File: config.mk
export PLATFORM = sky130hd
export DESIGN_NAME = inst_fetch
export DESIGN_NICKNAME = d
export VERILOG_FILES = /design/src/rtl/inst_fetch.sv
export SDC_FILE = /design/constraint.sdc
export NUM_CORES = 1
export LEC_CHECK = 0
export CAP_MARGIN = 10
export CORE_MARGIN = 2
export CORE_UTILIZATION = 55
export DETAILED_ROUTE_END_ITERATION = 6
export PLACE_DENSITY = 0.86
export REMOVE_ABC_BUFFERS = 1
export SETUP_SLACK_MARGIN = 0.5
export SLEW_MARGIN = 40
export SYNTH_ARGS = -nofsm -noshare
export SYNTH_HDL_FRONTEND = slang
export SYNTH_SLANG_ARGS = --single-unit
File: constraint.sdc
create_clock -name clk -period 4.55 [get_ports clk]
set_input_delay 0.455 -clock clk [delete_from_list [all_inputs] [get_ports clk]]
set_output_delay 0.455 -clock clk [all_outputs]
set_load 0.02 [all_outputs]
File: src/rtl/inst_fetch.sv
// Instruction fetch: one outstanding split addr/data request, registered id_* output plus a one-entry skid.
// id_* valid the cycle after data_ok; stall_o/inst_req combinational; decode backpressure parks a response in the skid.
module inst_fetch #(
    parameter logic [31:0] RESET_PC = 32'hbfc0_0000,
    parameter logic [31:0] NOP_INST = 32'h0000_0000
) (
    input  logic        clk,
    input  logic        rst_n,
    input  logic [31:0] pc_i,
    input  logic        pc_alignment_error_i,
    output logic        stall_o,
    input  logic        flush_i,
    output logic        inst_req,
    output logic [31:0] inst_addr,
    input  logic        inst_addr_ok,
    input  logic        inst_data_ok,
    input  logic [31:0] inst_rdata,
    output logic        id_valid_o,
    input  logic        id_ready_i,
    output logic [31:0] id_pc_o,
    output logic [31:0] id_inst_o,
    output logic        id_adel_o
);

    typedef enum logic [1:0] {S_REQ, S_WAIT, S_HOLD, S_DROP} state_t;

    state_t      state;
    logic [31:0] req_pc;
    logic [31:0] skid_pc;
    logic [31:0] skid_inst;
    logic        can_load;
    logic        err_load;
    logic        rsp_load;
    logic        skid_load;
    logic        any_load;

    assign can_load  = !id_valid_o || id_ready_i;
    assign inst_req  = (state == S_REQ) && !pc_alignment_error_i;
    assign inst_addr = pc_i;
    assign err_load  = (state == S_REQ) && pc_alignment_error_i && can_load;
    assign rsp_load  = (state == S_WAIT) && inst_data_ok && can_load;
    assign skid_load = (state == S_HOLD) && id_ready_i;
    // A flush suppresses every load, so the PC holds the redirect target.
    assign any_load  = !flush_i && (err_load || rsp_load || skid_load);
    assign stall_o   = !any_load;

    always_ff @(posedge clk or negedge rst_n) begin
        if (!rst_n) begin
            state      <= S_REQ;
            req_pc     <= RESET_PC;
            skid_pc    <= '0;
            skid_inst  <= '0;
            id_valid_o <= 1'b0;
            id_pc_o    <= RESET_PC;
            id_inst_o  <= '0;
            id_adel_o  <= 1'b0;
        end else begin
            if (state == S_REQ) begin
                req_pc <= pc_i;
            end

            case (state)
                S_REQ: begin
                    if (inst_req && inst_addr_ok) begin
                        state <= S_WAIT;
                    end
                end
                S_WAIT: begin
                    if (inst_data_ok) begin
                        state <= (flush_i || can_load) ? S_REQ : S_HOLD;
                    end else if (flush_i) begin
                        state <= S_DROP;
                    end
                end
                S_HOLD: begin
                    if (flush_i || id_ready_i) begin
                        state <= S_REQ;
                    end
                end
                S_DROP: begin
                    if (inst_data_ok) begin
                        state <= S_REQ;
                    end
                end
                default: state <= S_REQ;
            endcase

            // Skid contents are only meaningful while in S_HOLD.
            if ((state == S_WAIT) && inst_data_ok && !can_load && !flush_i) begin
                skid_pc   <= req_pc;
                skid_inst <= inst_rdata;
            end

            if (flush_i) begin
                id_valid_o <= 1'b0;
            end else if (any_load) begin
                id_valid_o <= 1'b1;
                id_pc_o    <= err_load ? pc_i : (skid_load ? skid_pc : req_pc);
                id_inst_o  <= err_load ? NOP_INST : (skid_load ? skid_inst : inst_rdata);
                id_adel_o  <= err_load;
            end else if (id_valid_o && id_ready_i) begin
                id_valid_o <= 1'b0;
            end
        end
    end

endmodule

After elaboration in Yosys (flattened, before gate mapping)
Index checks and enable logic that the tools add are counted.

operators by class
  $add $sub $neg = 0
  multiply operators = 0
  divide/modulo/power cells = 0
  magnitude comparators = 0
  equal/unequal tests = 7
  shifts and indexed selects = 0
  multiplexer cells = 14
  bitwise operators = 1
  reduce and logical (&&, ||, !) cells = 25

operators with widths
  operator                                                               number
  32-bit two-way mux                                                     4
  2-bit two-way mux                                                      6
  1-bit logical AND                                                      11
  2-bit case mux with 4 select lines                                     1
  1-bit logical NOT                                                      5
  1-bit logical OR                                                       5
  2-bit equality test, second input constant                             2
  2-bit by 1-bit != test with 1-bit output, second input constant        2
  4-bit AND reduction                                                    1
  1-bit two-way mux                                                      3
  3-bit != test, second input constant                                   1
  3-bit nonzero test                                                     1
  2-bit by 1-bit equality test with 1-bit output, second input constant  1
  2-bit logical NOT                                                      1
  2-bit != test, second input constant                                   1
  2-bit AND reduction                                                    1
  1-bit inverter                                                         1

storage, ports and cells
  bits in registers = 164
  bits in latches = 0
  memory bits (writable) = 0
  ROM bits = 0
  input bits = 71
  output and inout bits = 100
  logic and storage cells = 55
  memories = 0

Depth between registers and ports, before layout
  depth after elaboration = 8
  mapped depth = 8
  gate-level depth less buffers = 4

Worst setup path before layout
OpenSTA, ideal clock, no wires.

  path kind = register to output
  start = register state[0]
  end = output port stall_o
  arrival = 1.468 ns
  data required time = 4.095 ns
  slack = 2.627 ns
  cell stages (with the launch flop) = 7
  path through = dfrtp_1 -> buf_6 -> nand2b_1 -> a221o_1 -> or2_1 -> clkbuf_1 -> clkbuf_1

between the ends
  cells in the longest elaborated chain, start to end = 7

RTL lines
  element                                                                              line    text
  start: declaration                                                                   27      state_t state;
  start signal: assignment                                                             70      state <= (flush_i || can_load) ? S_REQ : S_HOLD;
  2-bit by 1-bit equality test with 1-bit output or 2-bit logical NOT (tied branches)  41, 40
  1-bit logical AND, on equally long branches (2 in a row)                             41, 40
  1-bit logical OR                                                                     44      assign any_load = !flush_i && (err_load || rsp_load || skid_load);
  1-bit logical OR (*)                                                                 44
  1-bit logical AND (*)                                                                44
  1-bit logical NOT (*)                                                                45      assign stall_o = !any_load;
  end: declaration                                                                     11      output logic stall_o,

Mark *: on every way between the ends. The rest lies on a longest branch, timed or not.

Worst setup path in the final report
Same ends and word-level chain as after synthesis.

==> metrics <==
clk slew on worst S/H paths=0.06 ns; total power=5.10 mW; H-tree Lvls=4; Worst-Margin Slew=between 0.7 and 0.8 ns; Yosys warnings=0; Critical Path Sink Type=output pin; pwr/cell area=531 nW/um^2; kind of critical path=reg -> out; core area=13300 um^2; largest net degree at the start of global routing=81; max-slew violation count=0; Final Wtd Congestion=0.837; Tcrit/Tclk final=70.8%; Initial Utilization=56.5%; Ant. Diodes=0; drt pass-1 iters=5; Post-CTS Resized=0; Critical Path Fanout Max=65; Yosys reg bits=~160; HPWL after DPL=10.9 mm; Hold Crit Class=in -> async; hold_buf cts=0; worst skew pair latency=between 0.4 and 0.5 ns; number of global-route vias before repair=6060; initial detailed-routing violation count=452; layout filler cell count=roughly 940; Die W=121 um; CP arrival=2.77 ns; CTS Buffer Depth=2; unrepaired setup endpoints after global routing=false; initial antenna violation count=0; Remaining DRCs=0; top cells by area, synth=dfrtp_1 48%, mux2_2 14%, o31ai_1 6.4%; Max Clock Freq=0.310 GHz; CP cell instances=nand2b_1 -> a221o_4 -> or2_2 -> clkdlybuf4s50_1; setup repair bufs after CTS=0; CP Data Required Time=a little over 4 ns; Synth Cell Area=7550 um^2; die height=121 um; Yosys top cell by area=dfrtp_1; TNS Setup=0 ns; Post-Syn Instances=roughly 660; Yosys top cell area share=48.4%; clk root buf=clkbuf_16; FP Rows=42; count of final setup violators=0; area of the die=14700 um^2; Worst Skew=0.00873 ns; Via density=5.87; clk sinks=around 160; CTS tree=yes; max-cap viol count=0; Routed Antenna Nets=0; grt ovf=0; Hold Slack=0.0669 ns; VDD IR max=just under 0.0003 V; share of layout cells above drive strength 1=20.1%; max_slew headroom=between 40% and 50%; routed wire length=roughly 19 mm; Max stage delay cell, worst path=a221o_4; via count=5637; startpoint types=register; DR WL/cell=slightly below 20 um; status=finished, final reports clean; leakage=about 4.4 nW; Mapped Avg Cell Area=11.4 um^2; library cells used by synthesis=27; Tmin final=3.22 ns; Total GRT Usage=26.5%; Seq/Total Area, Yosys=54.7%; Buffers on Ports=170; Ports=171; first-pass GRT wire length=30.0 mm; fin nets=843; Final Hold Viols=0; biggest cell delay along the critical path=around 0.63 ns; Layout area overhead=27.3%; cts bufs inserted=17
report_power, final:
| group | total, mW | leakage, nW | switching (mW) | internal (mW) |
|---|---|---|---|---|
| Clock | 1.29 | 0.268 | 0.540 | 0.750 |
| Combinational | 1.62 | 2.11 | 0.816 | 0.802 |
| Sequential | 2.20 | 2.04 | 0.264 | 1.93 |
| Total | 5.10 | 4.42 | 1.62 | 3.48 |
worst max-delay path: cells and delay by family, from the launching register on:
kind / cells / cell delay, ns
AND/OR/NAND/NOR: 2 / 0.63
AO/OA/AOI/OAI: 1 / 0.63
buffers and inverters: 1 / 0.54
flip-flops: 1 / 0.53
synth_stat cells:
library cell    n
a221o_1         1
a31o_2          1
and3_1         33
and3b_1         1
and4b_1         1
buf_2           9
buf_4          32
buf_6           5
clkbuf_1       41
dfrtp_1       146
dfstp_2        18
inv_1           2
mux2_2         96
mux2i_1        32
nand2_1        68
nand2b_1        2
nand3_1         1
nand3b_1        1
nor2_1         34
nor2_2          1
nor2b_1         2
nor3_1          2
o21ai_0        66
o21ba_1         1
o2bb2ai_1       1
o31ai_1        64
or2_1           1
registers in the layout, summed over array words and instances, names as in the netlist:
name,cells
id_inst_o,32
req_pc,32
id_adel_o,1
skid_pc,32
id_valid_o,1
id_pc_o,32
state,2
skid_inst,32
stage by stage:
| stage | utilization (%) | setup slack, ns | cells | instance area (um^2) |
|---|---|---|---|---|
| 2_1_floorplan | - | 1.22 | 575 | 7050 |
| 3_3_place_gp | 67.8 | 1.20 | 929 | 9050 |
| 3_5_place_dp | 68.0 | 1.38 | 929 | 9080 |
| 4_1_cts | 72.0 | 1.33 | 961 | 9610 |
| 5_1_grt | 72.0 | 1.23 | 961 | 9610 |
| 6_report | 72.0 | 1.33 | 961 | 9610 |
cells by family (layout without fill, tap and decap cells):
group	count (synthesis)	after routing	synth area share, %
AND/OR/NAND/NOR	147	147	8.85
buffers and inverters	89	212	6.66
flip-flops	164	164	54.7
multiplexers	128	128	18.6
AO/OA/AOI/OAI	134	134	11.2
routing by layer:
layer | track usage (%) | share of wire, % | up-vias
met5 | 0 | 0 | -
met4 | 11.4 | 2.1 | 0
met3 | 5.12 | 5.4 | 33
met2 | 45.0 | 51 | 226
met1 | 33.1 | 41 | 2849
li1 | - | - | 2529
final cells by class:
class                   instances  area (um^2)  share of cell area, %
clock inverters                 6         30.0                  0.313
flip-flops and latches        164         4130                   43.0
inverters                       2         7.51                 0.0781
clock buffers                  26          499                   5.20
repair buffers                178         1770                   18.4
well taps                     176          220                   2.29
multi-input cells             409         2960                   30.8
layout by cell type, fill, tap and decap left out, types with 2 or more instances in the layout:
cell	netlist	routed
clkdlybuf4s50_1	0	169
dfrtp_1	146	146
mux2_2	96	96
nand2_1	68	67
o21ai_0	66	66
o31ai_1	64	64
nor2_1	34	34
mux2i_1	32	32
and3_1	33	32
dfstp_2	18	18
clkbuf_16	0	17
buf_4	32	7
clkinv_2	0	6
clkbuf_1	41	5
clkbuf_8	0	4
nor2b_1	2	2
inv_1	2	2
nand2b_1	2	2
nor3_1	2	2
buf_6	5	2
path summary, 6_finish.rpt:
path                                         start                         to  slack, ns  cells past startpoint
setup reg to reg              state[0]$_DFFE_PN0P_    id_pc_o[22]$_DFFE_PN1P_       1.87                      5
hold / removal                               rst_n   id_inst_o[2]$_DFFE_PN0P_       0.07                      1
max in group asynchronous                    rst_n  skid_inst[28]$_DFFE_PN0P_       3.39                      2
min in group clk           skid_pc[20]$_DFFE_PN0P_    skid_pc[20]$_DFFE_PN0P_       0.50                      1
setup / recovery              state[0]$_DFFE_PN0P_                    stall_o       1.33                      4
hold reg to reg            skid_pc[20]$_DFFE_PN0P_    skid_pc[20]$_DFFE_PN0P_       0.50                      1
Power figures use the tool's default switching activity.
